===== src/rtl/arp_tx_scheduler.sv =====
// ARP transmit scheduler: arbitrates a single-entry reply slot against a
// resolve tracker with retry timer, issuing one command per ARP frame.
module arp_tx_scheduler #(
  parameter logic [31:0] P_RETRY_CYCLES = 32'd156_250_000,
  parameter int unsigned P_MAX_RETRY    = 3
) (
  input  logic        i_clk,
  input  logic        i_rst,
  input  logic        i_reply_req,
  input  logic [47:0] i_reply_mac,
  input  logic [31:0] i_reply_ip,
  input  logic        i_resolve_req,
  input  logic [31:0] i_resolve_ip,
  input  logic        i_resolved_valid,
  input  logic [31:0] i_resolved_ip,
  input  logic        i_tx_last,
  output logic        o_arp_reply,
  output logic        o_recv_target_valid,
  output logic [47:0] o_recv_target_mac,
  output logic [31:0] o_recv_target_ip,
  output logic        o_arp_active,
  output logic [31:0] o_arp_active_dst_ip,
  output logic        o_resolve_busy,
  output logic        o_resolve_done,
  output logic        o_resolve_fail,
  output logic        o_reply_drop
);

  localparam int RW = (P_MAX_RETRY < 1) ? 1 : $clog2(P_MAX_RETRY + 1);

  typedef enum logic [0:0] {
    S_IDLE,
    S_WAIT_TX
  } state_t;

  state_t state_reg, state_next;
  logic   issue_reply, issue_req;

  logic        reply_full_reg;
  logic [47:0] reply_mac_reg;
  logic [31:0] reply_ip_reg;
  logic        reply_load, reply_drop;

  logic          busy_reg, due_reg, timer_run_reg, frame_is_req_reg;
  logic [31:0]   res_ip_reg;
  logic [31:0]   timer_reg;
  logic [RW-1:0] retry_cnt_reg;
  logic          done_reg, fail_reg;
  logic          accept, match, req_tx_done, expire;

  // FSM state register
  always_ff @(posedge i_clk or posedge i_rst) begin
    if (i_rst) begin
      state_reg <= S_IDLE;
    end else begin
      state_reg <= state_next;
    end
  end

  // Command arbitration: a waiting reply always goes before a due request
  always_comb begin
    state_next  = state_reg;
    issue_reply = 1'b0;
    issue_req   = 1'b0;
    case (state_reg)
      S_IDLE: begin
        if (reply_full_reg) begin
          issue_reply = 1'b1;
          state_next  = S_WAIT_TX;
        end else if (due_reg) begin
          issue_req  = 1'b1;
          state_next = S_WAIT_TX;
        end
      end
      S_WAIT_TX: begin
        if (i_tx_last) begin
          state_next = S_IDLE;
        end
      end
      default: state_next = S_IDLE;
    endcase
  end

  // A new reply may replace the entry that is leaving the slot this cycle
  assign reply_load = i_reply_req && (!reply_full_reg || issue_reply);
  assign reply_drop = i_reply_req && reply_full_reg && !issue_reply;

  always_ff @(posedge i_clk or posedge i_rst) begin
    if (i_rst) begin
      reply_full_reg <= 1'b0;
      reply_mac_reg  <= '0;
      reply_ip_reg   <= '0;
    end else if (reply_load) begin
      reply_full_reg <= 1'b1;
      reply_mac_reg  <= i_reply_mac;
      reply_ip_reg   <= i_reply_ip;
    end else if (issue_reply) begin
      reply_full_reg <= 1'b0;
    end
  end

  assign accept      = i_resolve_req && !busy_reg;
  assign match       = busy_reg && i_resolved_valid && (i_resolved_ip == res_ip_reg);
  assign req_tx_done = (state_reg == S_WAIT_TX) && i_tx_last && frame_is_req_reg;
  assign expire      = busy_reg && timer_run_reg && (timer_reg == P_RETRY_CYCLES - 32'd1);

  // Resolve tracker; a match outranks a simultaneous timer expiry
  always_ff @(posedge i_clk or posedge i_rst) begin
    if (i_rst) begin
      busy_reg      <= 1'b0;
      due_reg       <= 1'b0;
      timer_run_reg <= 1'b0;
      timer_reg     <= '0;
      retry_cnt_reg <= '0;
      res_ip_reg    <= '0;
      done_reg      <= 1'b0;
      fail_reg      <= 1'b0;
    end else begin
      done_reg <= 1'b0;
      fail_reg <= 1'b0;
      if (accept) begin
        res_ip_reg    <= i_resolve_ip;
        retry_cnt_reg <= '0;
        busy_reg      <= 1'b1;
        due_reg       <= 1'b1;
        timer_run_reg <= 1'b0;
        timer_reg     <= '0;
      end else if (match) begin
        done_reg      <= 1'b1;
        busy_reg      <= 1'b0;
        due_reg       <= 1'b0;
        timer_run_reg <= 1'b0;
        timer_reg     <= '0;
      end else begin
        if (issue_req) begin
          due_reg <= 1'b0;
        end
        if (expire) begin
          timer_run_reg <= 1'b0;
          if (retry_cnt_reg == RW'(P_MAX_RETRY)) begin
            fail_reg <= 1'b1;
            busy_reg <= 1'b0;
          end else begin
            retry_cnt_reg <= retry_cnt_reg + RW'(1);
            due_reg       <= 1'b1;
          end
        end else if (req_tx_done && busy_reg) begin
          timer_reg     <= '0;
          timer_run_reg <= 1'b1;
        end else if (timer_run_reg) begin
          timer_reg <= timer_reg + 32'd1;
        end
      end
    end
  end

  // Remembers which kind of frame is in flight so only request frames arm the timer
  always_ff @(posedge i_clk or posedge i_rst) begin
    if (i_rst) begin
      frame_is_req_reg <= 1'b0;
    end else if (issue_reply || issue_req) begin
      frame_is_req_reg <= issue_req;
    end
  end

  always_ff @(posedge i_clk or posedge i_rst) begin
    if (i_rst) begin
      o_arp_reply         <= 1'b0;
      o_recv_target_valid <= 1'b0;
      o_recv_target_mac   <= '0;
      o_recv_target_ip    <= '0;
      o_arp_active        <= 1'b0;
      o_arp_active_dst_ip <= '0;
      o_reply_drop        <= 1'b0;
    end else begin
      o_arp_reply         <= issue_reply;
      o_recv_target_valid <= issue_reply;
      o_recv_target_mac   <= issue_reply ? reply_mac_reg : 48'd0;
      o_recv_target_ip    <= issue_reply ? reply_ip_reg : 32'd0;
      o_arp_active        <= issue_req;
      o_arp_active_dst_ip <= issue_req ? res_ip_reg : 32'd0;
      o_reply_drop        <= reply_drop;
    end
  end

  assign o_resolve_busy = busy_reg;
  assign o_resolve_done = done_reg;
  assign o_resolve_fail = fail_reg;

endmodule


===== config.mk =====
export PLATFORM = sky130hd
export DESIGN_NAME = arp_tx_scheduler
export DESIGN_NICKNAME = d
export VERILOG_FILES = /design/src/rtl/arp_tx_scheduler.sv
export SDC_FILE = /design/constraint.sdc
export NUM_CORES = 1
export LEC_CHECK = 0
export CAP_MARGIN = 20
export CELL_PAD_IN_SITES_DETAIL_PLACEMENT = 0
export CELL_PAD_IN_SITES_GLOBAL_PLACEMENT = 2
export CORE_ASPECT_RATIO = 1.75
export CORE_UTILIZATION = 35
export CTS_CLUSTER_DIAMETER = 60
export DETAILED_ROUTE_END_ITERATION = 7
export PLACE_DENSITY = 0.91
export RECOVER_POWER = 25
export SLEW_MARGIN = 20
export SYNTH_ARGS = -nofsm -noshare
export SYNTH_HDL_FRONTEND = slang
export SYNTH_SLANG_ARGS = --single-unit

===== constraint.sdc =====
create_clock -name i_clk -period 29.6 [get_ports i_clk]
set_clock_uncertainty 0.2 [all_clocks]
set_input_delay 8.88 -clock i_clk [delete_from_list [all_inputs] [get_ports i_clk]]
set_output_delay 8.88 -clock i_clk [all_outputs]
set_load 0.1 [all_outputs]

==> metrics.csv <==
stage;metric;value;unit
worst_setup_path;cp_max_fo;126;
clock_network;clkTransAtPathRegs;0.06;ns
synthesis;syn_area;10400;um^2
sta;fmax;0.0744;GHz
detailed_routing;drt_pre_antenna_iters;4;
pwr;p_switching;0.403;mW
run_status;status;finished with violations;
synthesis;synth_top_area_share;64.9;%
detailed_routing;wl_per_cell;18.3;um
sta;rsz0062_at_grt;no;
placed_design;placed_area;13500;um^2
placed_design;io_buffers;268;
synthesis;yosys-top-cells-count;dfrtp_1, and2_1, mux2_2;
synthesis;synth.largest_area_cell;dfrtp_1;
clock_network;clk_path_buf_depth;3;
final_layout;design_area;14400;um^2
pwr;p_leak;6.14;nW
detailed_routing;num_vias;6882;
floorplan;core_area;29300;um^2
placed_design;hpwl;18800;um
worst_setup_path;start_kind;input port;
global_route;grt_pass1_wl;41400;um
floorplan;die_h;230;um
pwr;power_density;80.9;nW/um^2
detailed_routing;drc;0;
pwr;irDropWorstVdd;0.0000632;V
sta;min_period;13.44;ns
sta;finalCritPeriodShare;45.4;%
clock_network;post-cts-setup-buffers;0;
synthesis;syn_nets;925;
synthesis;synthArstFlopShare;100;%
pwr;seq_power_share;41.4;%
sta;fin_setup_tns;0;ns
clock_network;cts_tree;done;
worst_setup_path;ff2ff_setup_slack;25.98;ns
pwr;comb_power_share;27.9;%
clock_network;postCtsHoldBufs;0;
floorplan;die_width;132;um
sta;final_hold_viol_count;0;
global_route;grt_overflow_total;0;
global_route;antenna_found_initial;3;
detailed_routing;wl;26500;um
final_layout;drive_gt1_share;16.0;%
global_route;grt_max_degree;127;
clock_network;clk_latency;0.55;ns
worst_setup_path;arrival;13.77;ns
synthesis;postSynthRegisterBits;269;
placed_design;gp_congestion;0.975;
clock_network;cts_inserted_buffers;27;
synthesis;syn_avg_cell_area;13.4;um^2
synthesis;netlist_instances;773;
job;maxCapViolCount;3;
worst_setup_path;crit_slowest_cell;clkinvlp_2;
final_layout;areaGrowthSynthToFinish;38.8;%
sta;drv_slew;225;
synthesis;yosysUniqueCellTypes;42;
global_route;grt_pass1_vias;7343;
floorplan;row_count;83;
clock_network;cts_resized;0;
sta;finalSetupViolCount;0;
detailed_routing;ant_nets;0;
floorplan;ios;269;
synthesis;yosysMostFrequentCell;dfrtp_1;
pwr;p_sw_share;34.6;%
pwr;p_int;0.761;mW
final_layout;layout.nets;1194;
synthesis;yosys_warnings;0;
sta;worst_pin_slew;5.59;ns
sta;slew_headroom;-275;%
synthesis;yosys-top-cells-area;dfrtp_1, mux2_2, and2_1, xor2_1, nor2_1;
clock_network;clockRootBuffer;clkbuf_16;
worst_setup_path;cp-end-kind;async pin;
global_route;grt_use_total;17.7;%
synthesis;ys_seq_area_share;64.9;%
worst_hold_path;min_path_type;reg2reg;
floorplan;die-area;30400;um^2
clock_network;cts_sinks;269;
synthesis;synth_ff_type;dfrtp_1;
pwr;finalPower;1.16;mW
clock_network;cts_max_level;1;
worst_setup_path;crit_required;29.93;ns
floorplan;start_util;35.4;%
synthesis;synth-edff-count;0;
worst_setup_path;crit_type;in2async;
worst_setup_path;crit_path_cell_trace;dlygate4sd3_1 > clkinvlp_2 > buf_4;
worst_setup_path;critical-path-max-stage-delay;3.07;ns
detailed_routing;vias_per_cell;4.75;
run_status;violations;max-capacitance violations, max-slew violations;
pwr;clkPwrFrac;30.7;%
detailed_routing;drt_iter0_markers;252;
## layer usage
| metal | GRT usage (%) | routed length (um) | vias to the layer above |
|---|---|---|---|
| met5 | 0 | 13 | - |
| met4 | 9.08 | 1140 | 2 |
| met3 | 4.03 | 1450 | 62 |
| met2 | 32.4 | 14400 | 191 |
| met1 | 18.8 | 9540 | 3465 |
| li1 | - | - | 3162 |
## power by group through the flow
| stage | clock [mW] | combinational (mW) | sequential [mW] |
|---|---|---|---|
| finish | 0.357 | 0.325 | 0.482 |
| global route | 0.383 | 0.342 | 0.492 |
| CTS | 0.370 | 0.330 | 0.483 |
| detailed placement | 0 | 0.329 | 0.489 |
| global placement | 0 | 0.325 | 0.486 |
| floorplan | 0 | 0.104 | 0.611 |
## path summary, 6_finish.rpt
| kind | to | from | cells after the start |
|---|---|---|---|
| hold reg to reg | o_recv_target_ip[21] | reply_ip_reg[21] | 1 |
| min in group asynchronous | o_recv_target_ip[24] | i_rst | 2 |
| hold / removal | o_recv_target_ip[21] | reply_ip_reg[21] | 1 |
| setup / recovery | o_arp_active_dst_ip[2] | i_rst | 3 |
| setup reg to reg | o_recv_target_ip[23] | state_reg | 3 |
| max in group i_clk | o_resolve_busy | o_resolve_busy | 1 |
## placed cells by master, fill, tap and decap left out, types with 2 or more instances in the layout
cell type,count
and2_0,65
or3_1,5
dfrtp_1,269
nor3_1,9
clkbuf_16,27
clkbuf_1,7
buf_4,4
mux2_2,112
clkinv_2,6
diode_2,3
o41ai_1,2
o21ai_0,8
nand3_1,11
nor4_1,18
dlygate4sd3_1,3
and3_1,6
xnor2_1,12
nand4_1,16
inv_1,4
nand2_1,17
nor2_1,36
clkdlybuf4s50_1,265
ha_1,2
nand2b_1,2
inv_6,3
clkbuf_8,4
a21oi_1,22
nor3b_1,2
bufinv_16,4
or4b_1,2
nand3b_1,2
and4_1,6
nand4b_1,3
and2_1,49
xor2_1,42
## critical path: cells and delay by family
| family | cells | cell delay (ns) |
|---|---|---|
| buffers and inverters | 3 | 4.74 |
## cell type report
class	instances	area (um^2)
Tap cell	382	478
Sequential cell	269	6730
Antenna cell	3	7.51
Inverter	5	20.0
Fill cell	2679	14900
Clock buffer	36	749
Multi-Input combinational cell	464	3490
Clock inverter	14	184
Timing Repair Buffer	275	2730
## through the flow
stage | util (%) | instances | hold WS [ns] | worst slack [ns]
6_report | 49.2 | 1448 | 0.257 | 16.16
5_1_grt | 49.1 | 1447 | 0.283 | 15.15
4_1_cts | 49.2 | 1445 | 0.259 | 18.04
3_5_place_dp | 46.1 | 1395 | 0.264 | 17.94
3_3_place_gp | 46.1 | 1395 | 0.256 | 17.95
2_1_floorplan | - | 773 | 0.249 | 13.11
## kinds of logic (layout without fill, tap and decap cells)
family          Yosys count  in the layout  synth area share, %
flops                   269            269                 64.9
simple gates            257            257                 14.5
mux                     112            112                 12.2
xor+xnor                 54             54                 4.56
buf+inv                  40            330                 1.51
compound gates           39             39                 2.16
fa+ha+maj                 2              2                0.241
other cells               0              3                    0
(Power assumes the default switching activity.)
